--- src/rtl/ram_fifo_ctrl_pkg.sv ---
// Shared FIFO geometry constants used by the controller, the RAM instance and the
// level above them.
package ram_fifo_ctrl_pkg;

    localparam int unsigned FIFO_ADDR_WIDTH = 9;
    localparam int unsigned FIFO_DATA_WIDTH = 8;
    localparam int unsigned FIFO_PTR_WIDTH  = FIFO_ADDR_WIDTH + 1;

endpackage : ram_fifo_ctrl_pkg

--- src/rtl/ram_fifo_ctrl.sv ---
// Sequences an external single-port-write / async-read RAM as a circular FIFO with a
// registered valid/ready output stage, occupancy reporting and a sticky drop flag.
module ram_fifo_ctrl
    import ram_fifo_ctrl_pkg::*;
#(
    parameter int unsigned ADDR_WIDTH = FIFO_ADDR_WIDTH,
    parameter int unsigned DATA_WIDTH = FIFO_DATA_WIDTH
) (
    input  logic                  CLK,
    input  logic                  RST,
    input  logic [DATA_WIDTH-1:0] IN_DATA,
    input  logic                  IN_VALID,
    output logic                  IN_READY,
    output logic [DATA_WIDTH-1:0] OUT_DATA,
    output logic                  OUT_VALID,
    input  logic                  OUT_READY,
    input  logic                  FLUSH,
    output logic [ADDR_WIDTH:0]   COUNT,
    output logic                  FULL,
    output logic                  EMPTY,
    output logic                  DROP,
    output logic [ADDR_WIDTH-1:0] RAM_WR_ADDR,
    output logic [DATA_WIDTH-1:0] RAM_DIN,
    output logic                  RAM_WR_EN,
    output logic [ADDR_WIDTH-1:0] RAM_RD_ADDR,
    input  logic [DATA_WIDTH-1:0] RAM_DOUT
);

    localparam int unsigned PTR_W = ADDR_WIDTH + 1;
    localparam logic [PTR_W-1:0] DEPTH = PTR_W'(1) << ADDR_WIDTH;

    logic [PTR_W-1:0]      wr_ptr_q, wr_ptr_d;
    logic [PTR_W-1:0]      rd_ptr_q, rd_ptr_d;
    logic                  out_valid_q, out_valid_d;
    logic [DATA_WIDTH-1:0] out_data_q, out_data_d;
    logic                  drop_q, drop_d;

    logic [PTR_W-1:0]      ram_cnt;
    logic                  ram_full;
    logic                  ram_empty;
    logic                  wr_en;
    logic                  load;

    // Wrap-bit pointers: the difference is the RAM occupancy, including the full case.
    assign ram_cnt   = wr_ptr_q - rd_ptr_q;
    assign ram_full  = (ram_cnt == DEPTH);
    assign ram_empty = (ram_cnt == '0);

    assign IN_READY  = ~ram_full & ~FLUSH & ~RST;
    assign FULL      = ~IN_READY;
    assign wr_en     = IN_VALID & IN_READY;
    assign load      = ~ram_empty & (~out_valid_q | OUT_READY);

    assign RAM_WR_EN   = wr_en;
    assign RAM_WR_ADDR = wr_ptr_q[ADDR_WIDTH-1:0];
    assign RAM_DIN     = IN_DATA;
    assign RAM_RD_ADDR = rd_ptr_q[ADDR_WIDTH-1:0];

    assign OUT_DATA  = out_data_q;
    assign OUT_VALID = out_valid_q;
    assign DROP      = drop_q;
    assign COUNT     = ram_cnt + PTR_W'(out_valid_q);
    assign EMPTY     = (COUNT == '0);

    // Next-state: flush overrides all data movement; RAM contents are left as is.
    always_comb begin
        wr_ptr_d    = wr_ptr_q;
        rd_ptr_d    = rd_ptr_q;
        out_valid_d = out_valid_q;
        out_data_d  = out_data_q;
        drop_d      = drop_q;

        if (FLUSH) begin
            wr_ptr_d    = '0;
            rd_ptr_d    = '0;
            out_valid_d = 1'b0;
            drop_d      = 1'b0;
        end else begin
            if (wr_en) begin
                wr_ptr_d = wr_ptr_q + PTR_W'(1);
            end
            if (load) begin
                out_data_d  = RAM_DOUT;
                out_valid_d = 1'b1;
                rd_ptr_d    = rd_ptr_q + PTR_W'(1);
            end else if (out_valid_q && OUT_READY) begin
                out_valid_d = 1'b0;
            end
            if (IN_VALID && ram_full) begin
                drop_d = 1'b1;
            end
        end
    end

    always_ff @(posedge CLK) begin
        if (RST) begin
            wr_ptr_q    <= '0;
            rd_ptr_q    <= '0;
            out_valid_q <= 1'b0;
            out_data_q  <= '0;
            drop_q      <= 1'b0;
        end else begin
            wr_ptr_q    <= wr_ptr_d;
            rd_ptr_q    <= rd_ptr_d;
            out_valid_q <= out_valid_d;
            out_data_q  <= out_data_d;
            drop_q      <= drop_d;
        end
    end

endmodule : ram_fifo_ctrl

--- config.mk ---
export PLATFORM = sky130hd
export DESIGN_NAME = ram_fifo_ctrl
export DESIGN_NICKNAME = d
export VERILOG_FILES = /design/src/rtl/ram_fifo_ctrl_pkg.sv /design/src/rtl/ram_fifo_ctrl.sv
export SDC_FILE = /design/constraint.sdc
export NUM_CORES = 1
export LEC_CHECK = 0
export CORE_ASPECT_RATIO = 0.5
export CORE_UTILIZATION = 43
export DETAILED_ROUTE_END_ITERATION = 6
export PLACE_DENSITY = 0.79
export SYNTH_ARGS = -nofsm -noshare
export SYNTH_HDL_FRONTEND = slang
export SYNTH_SLANG_ARGS = --single-unit
--- constraint.sdc ---
create_clock -name CLK -period 4.8 [get_ports CLK]
set_input_delay 1.44 -clock CLK [delete_from_list [all_inputs] [get_ports CLK]]
set_output_delay 1.44 -clock CLK [all_outputs]
set_load 0.005 [all_outputs]
# ---- After elaboration in Yosys (flattened, before gate mapping)
# Cells that the tools add are included.
dict set report word_totals {
  ff_bits 30
  input_bits 21
  output_inout_bits 50
  word_cells 30
}
dict set report op_classes {
  addsub 4
  n_eq_ne 1
  n_mux 2
  n_bitwise 11
  n_reduce_logical 7
}
# cell n
set op_table {}
lappend op_table {{$add 10x1->10 const B} 2}
lappend op_table {{$logic_not 10->1} 2}
lappend op_table {{$add 10x1->10} 1}
lappend op_table {{$eq 10x10->1 const B} 1}
lappend op_table {{$sub 10x10->10} 1}
lappend op_table {{$not 1->1} 6}
lappend op_table {{$and 1x1->1} 4}
lappend op_table {{$logic_and 1x1->1} 2}
lappend op_table {{$mux 1} 2}
lappend op_table {{$reduce_and 2->1} 1}
lappend op_table {{$reduce_bool 2->1} 1}
lappend op_table {{$reduce_or 2->1} 1}
lappend op_table {{$or 1x1->1} 1}

# ---- Longest topological paths before layout
dict set report logic_depth {
  depth_word 6
  mapped_depth 15
  ltp_nobuf 13
}

# ---- Least setup slack after synthesis
# No wires, ideal clock.
dict set report synth_path {
  path_kind {reg-to-output}
  start {reg rd_ptr_q[0]}
  end {out RAM_WR_EN}
  arrival_ps 2807
  required_ps 3360
  setup_slack_ps 553
  path_stages_with_launch 15
  n_path_buf 2
  cell_sequence {dfxtp_1 > ha_1 > inv_1 > fa_1 > a21o_2 > a221oi_2 > xnor2_1 > nor4_2 > nor4b_1 > and2_1 > buf_2 > buf_4 > nor2_1 > inv_1 > nor2_1}
}
dict set report synth_between {
  elab_chain_len 6
}
# item line_no
set synth_lines {}
lappend synth_lines {{start: declaration} ram_fifo_ctrl.sv:33} ;# logic [PTR_W-1:0] rd_ptr_q, rd_ptr_d;
lappend synth_lines {{start signal: assignment} ram_fifo_ctrl.sv:104} ;# rd_ptr_q <= rd_ptr_d;
lappend synth_lines {{$sub 10x10->10} ram_fifo_ctrl.sv:45} ;# assign ram_cnt = wr_ptr_q - rd_ptr_q;
lappend synth_lines {{$eq 10x10->1} ram_fifo_ctrl.sv:46} ;# assign ram_full = (ram_cnt == DEPTH);
lappend synth_lines {{$not 1->1} ram_fifo_ctrl.sv:49} ;# assign IN_READY = ~ram_full & ~FLUSH & ~RST;
lappend synth_lines {{$and 1x1->1 (2 in series)} ram_fifo_ctrl.sv:49}
lappend synth_lines {{via IN_READY} ram_fifo_ctrl.sv:13} ;# output logic IN_READY,
lappend synth_lines {{$and 1x1->1} ram_fifo_ctrl.sv:51} ;# assign wr_en = IN_VALID & IN_READY;
lappend synth_lines {{end: declaration} ram_fifo_ctrl.sv:24} ;# output logic RAM_WR_EN,
# The timed path passes the listed nets, and every way through them passes these cells.

# ---- Worst setup path after layout
dict set report layout_path {
  start {reg wr_ptr_q[0]}
  end {out COUNT[9]}
}
dict set report layout_between {
  elab_chain_len 2
}
# item line_no
set layout_lines {}
lappend layout_lines {{start: declaration} ram_fifo_ctrl.sv:32} ;# logic [PTR_W-1:0] wr_ptr_q, wr_ptr_d;
lappend layout_lines {{start signal: assignment} ram_fifo_ctrl.sv:103} ;# wr_ptr_q <= wr_ptr_d;
lappend layout_lines {{$sub 10x10->10} ram_fifo_ctrl.sv:45}
lappend layout_lines {{$add 10x1->10} ram_fifo_ctrl.sv:62} ;# assign COUNT = ram_cnt + PTR_W'(out_valid_q);
lappend layout_lines {{end: declaration} ram_fifo_ctrl.sv:18} ;# output logic [ADDR_WIDTH:0] COUNT,
# Every way passes these cells.

==> run_results.csv <==
group,metric,value,unit
worst_setup_path,worstReg2RegEnd,"rd_ptr_q[6]$_SDFFE_PP0P_",
synth,synthTopCellsByArea,"dfxtp_1 27%, buf_4 9.1%, ha_1 7.3%",
worst_setup_path,crit_required,3.36,ns
worst_hold_path,hold_path_class,"flip-flop to flip-flop",
drt,vias_per_cell,5.55,
run,cap_viol_max_count,0,
synth,synth_top_area_cell,"dfxtp_1",
sta,whs,0.500,ns
sta,finalWorstSetupSlack,0.0708,ns
worst_setup_path,end_kind,"output pin",
drt,dr.max_layer_used,"met4",
die,core,4950,um^2
clocking,cts_buffer_depth,2,
drt,drtAntennaViolNets,0,
cells_and_area,mostFrequentLayoutCell,"clkdlybuf4s50_1",
sta,fmax,0.211,GHz
placement,placed_cell_area,2680,um^2
worst_setup_path,reg2regPathDepth,13,
synth,avgSynthCellArea,8.30,um^2
drt,drtIter0Drc,106,
cells_and_area,fin_util,0.595,
clocking,clock-root-buffer,"clkbuf_8",
placement,port_buffers,54,
clocking,clkSinkCount,30,
synth,synth_seq_area_share,0.269,
worst_setup_path,crit_start,"wr_ptr_q[0]$_SDFFE_PP0P_",
synth,synth_top_area_share,0.269,
power,powerDensity,285,nW/um^2
drt,post_drt_wl_per_cell,15.9,um
drt,drc,0,
cells_and_area,nets,345,
synth,syn-num-nets,304,
grt,antenna_found_initial,0,
die,dieWidth,104,um
grt,grt_pass1_wl,9070,um
synth,synth_edf_count,0,
placement,place.gp.congestion,0.846,
drt,vias,2114,
worst_setup_path,critical_path_peak_fanout,5,
power,p_leak,1.17,nW
grt,grt_max_degree,21,
synth,synthCells,269,
worst_setup_path,critPathKind,"flip-flop to output pin",
sta,setup_tns,0,ns
power,ir_drop,0.000155,V
grt,track_usage,0.213,
cells_and_area,stdcell_area,2950,um^2
cells_and_area,syn_to_final_growth,32.1,%
cells_and_area,layout_common_cells,"50 x clkdlybuf4s50_1, 29 x dfxtp_1, 21 x nor2_1",
clocking,path_clk_slew,0.07,ns
synth,synth_ff_type,"dfxtp_1",
clocking,clkLatencyLatePin,0.29,ns
sta,finalMaxSlewViolations,0,
drt,wl,6040,um
clocking,htreeDepth,2,
synth,synthArstFlopShare,0,
clocking,ctsHoldBuffers,0,
sta,skew,0.00635,ns
die,die_y,53.0,um
drt,dr_wl_met3,310,um
synth,yosysWarnings,0,
sta,finalCriticalPeriod,4.73,ns
die,start_util,0.451,
sta,hold_viol_final,0,
sta,slew_headroom,0.665,
worst_setup_path,arrival,3.29,ns
placement,dpl.hpwl,4070,um
clocking,cts_made_buffers,5,
sta,setup_viol,0,
grt,grt_pass1_vias,1863,
grt,gr-total-overflow,0,
die,dieArea,5500,um^2
outcome,status,"finished clean",
worst_setup_path,crit_end,"COUNT[9]",
drt,wl_met1,2740,um
worst_setup_path,r2r_slack,1.37,ns
synth,synth_cell_type_count,50,
clocking,cts_tree,"done",
cells_and_area,fillers,413,
drt,drt_pass1_iterations,5,
worst_setup_path,startpoint_type,"flip-flop",
die,rows,18,
cells_and_area,layout-drive-gt1-share,0.174,
sta,fin_crit_sh,0.985,
synth,ys_seq_elements,30,
cells_and_area,num_antenna_cells,0,
placement,place_ws,-0.0593,ns
drt,routed-wl-met2,2890,um
die,io_pins,71,
sta,worst_pin_slew,0.499,ns
synth,syn_area,2230,um^2
worst_setup_path,r2r-start,"wr_ptr_q[0]$_SDFFE_PP0P_",
-- registers in the layout, summed over array words and instances, names as in the netlist --
register,count
DROP,1
OUT_DATA,8
OUT_VALID,1
rd_ptr_q,10
wr_ptr_q,10
-- per-layer routing --
metal / global-route usage / vias to the layer above
li1: - / 1003
met1: 0.260 / 1026
met2: 0.379 / 73
met3: 0.0468 / 12
met4: 0.0738 / 0
met5: 0 / -
-- synthesized netlist by cell type, types with 2 or more instances --
cell type / count
xnor2_1: 9
a21o_1: 2
ha_1: 13
o21ai_0: 11
a21oi_1: 21
or3_1: 12
nand3_1: 12
nor4b_1: 2
clkbuf_1: 5
or4_1: 4
nand4_1: 8
buf_6: 2
o31ai_1: 2
inv_1: 18
and3_1: 5
nand2_1: 11
xor2_1: 9
mux2i_1: 9
o21ai_1: 6
nor2_1: 21
nor3_1: 3
buf_4: 27
dfxtp_1: 30
-- stage by stage --
| stage | cells | total power [mW] |
|---|---|---|
| after detailed placement | 367 | 0.557 |
| after CTS | 378 | 0.807 |
| after global placement | 367 | 0.549 |
| final | 381 | 0.840 |
| after global routing | 381 | 0.874 |
| after floorplan | 269 | 0.455 |
-- critical path, cell delays in order (launching register included) --
cell and delay (ns):
dfxtp_2 0.34, inv_2 0.07, ha_2 0.17, inv_1 0.05, fa_2 0.37, a21o_4 0.24, a21oi_2 0.21, xnor2_2 0.21
nand3_2 0.18, nor3_4 0.23, nand3_1 0.16, xnor2_2 0.22, clkdlybuf4s50_1 0.54
-- cells by family (layout without fill, tap and decap cells) --
logic type / Yosys count / after routing / synth area share
simple gates: 87 / 87 / 0.214
compound gates: 56 / 56 / 0.168
buf+inv: 54 / 96 / 0.144
flops: 30 / 30 / 0.269
xor+xnor: 19 / 19 / 0.0829
fa+ha+maj: 14 / 14 / 0.0818
mux: 9 / 9 / 0.0403
-- report_power, final --
group	switching (mW)	internal, mW
clock	0.105	0.115
sequential	0.00661	0.260
combinational	0.168	0.185
-- worst min-delay path by stage --
| stage | start | endpoint | slack [ns] | cells past startpoint |
|---|---|---|---|---|
| final | OUT_DATA[6]$_SDFFE_PP0P_ | OUT_DATA[6]$_SDFFE_PP0P_ | 0.50 | 2 |
| after global routing | OUT_DATA[4]$_SDFFE_PP0P_ | OUT_DATA[4]$_SDFFE_PP0P_ | 0.53 | 2 |
| after CTS | wr_ptr_q[9]$_SDFFE_PP0P_ | wr_ptr_q[9]$_SDFFE_PP0P_ | 0.50 | 2 |
| after detailed placement | OUT_DATA[1]$_SDFFE_PP0P_ | OUT_DATA[1]$_SDFFE_PP0P_ | 0.48 | 2 |
| after global placement | DROP$_SDFFE_PP0P_ | DROP$_SDFFE_PP0P_ | 0.45 | 2 |
| after floorplan | DROP$_SDFFE_PP0P_ | DROP$_SDFFE_PP0P_ | 0.46 | 2 |
-- cell type report --
class / instances / area (um^2) / area share
clock inverter: 2 / 12.5 / 0.00424
inverter: 18 / 67.6 / 0.0229
multi-input combinational: 185 / 1440 / 0.489
clock buffer: 6 / 82.6 / 0.0280
tap: 70 / 87.6 / 0.0297
sequential: 30 / 602 / 0.204
timing repair buffer: 70 / 656 / 0.222
-- timing repair --
action,in CTS,in global routing
buffers inserted,3,3
pin swaps,5,5
gates resized for setup,21,6
endpoints found under the setup margin,5,6
Power figures use the tool's default switching activity.
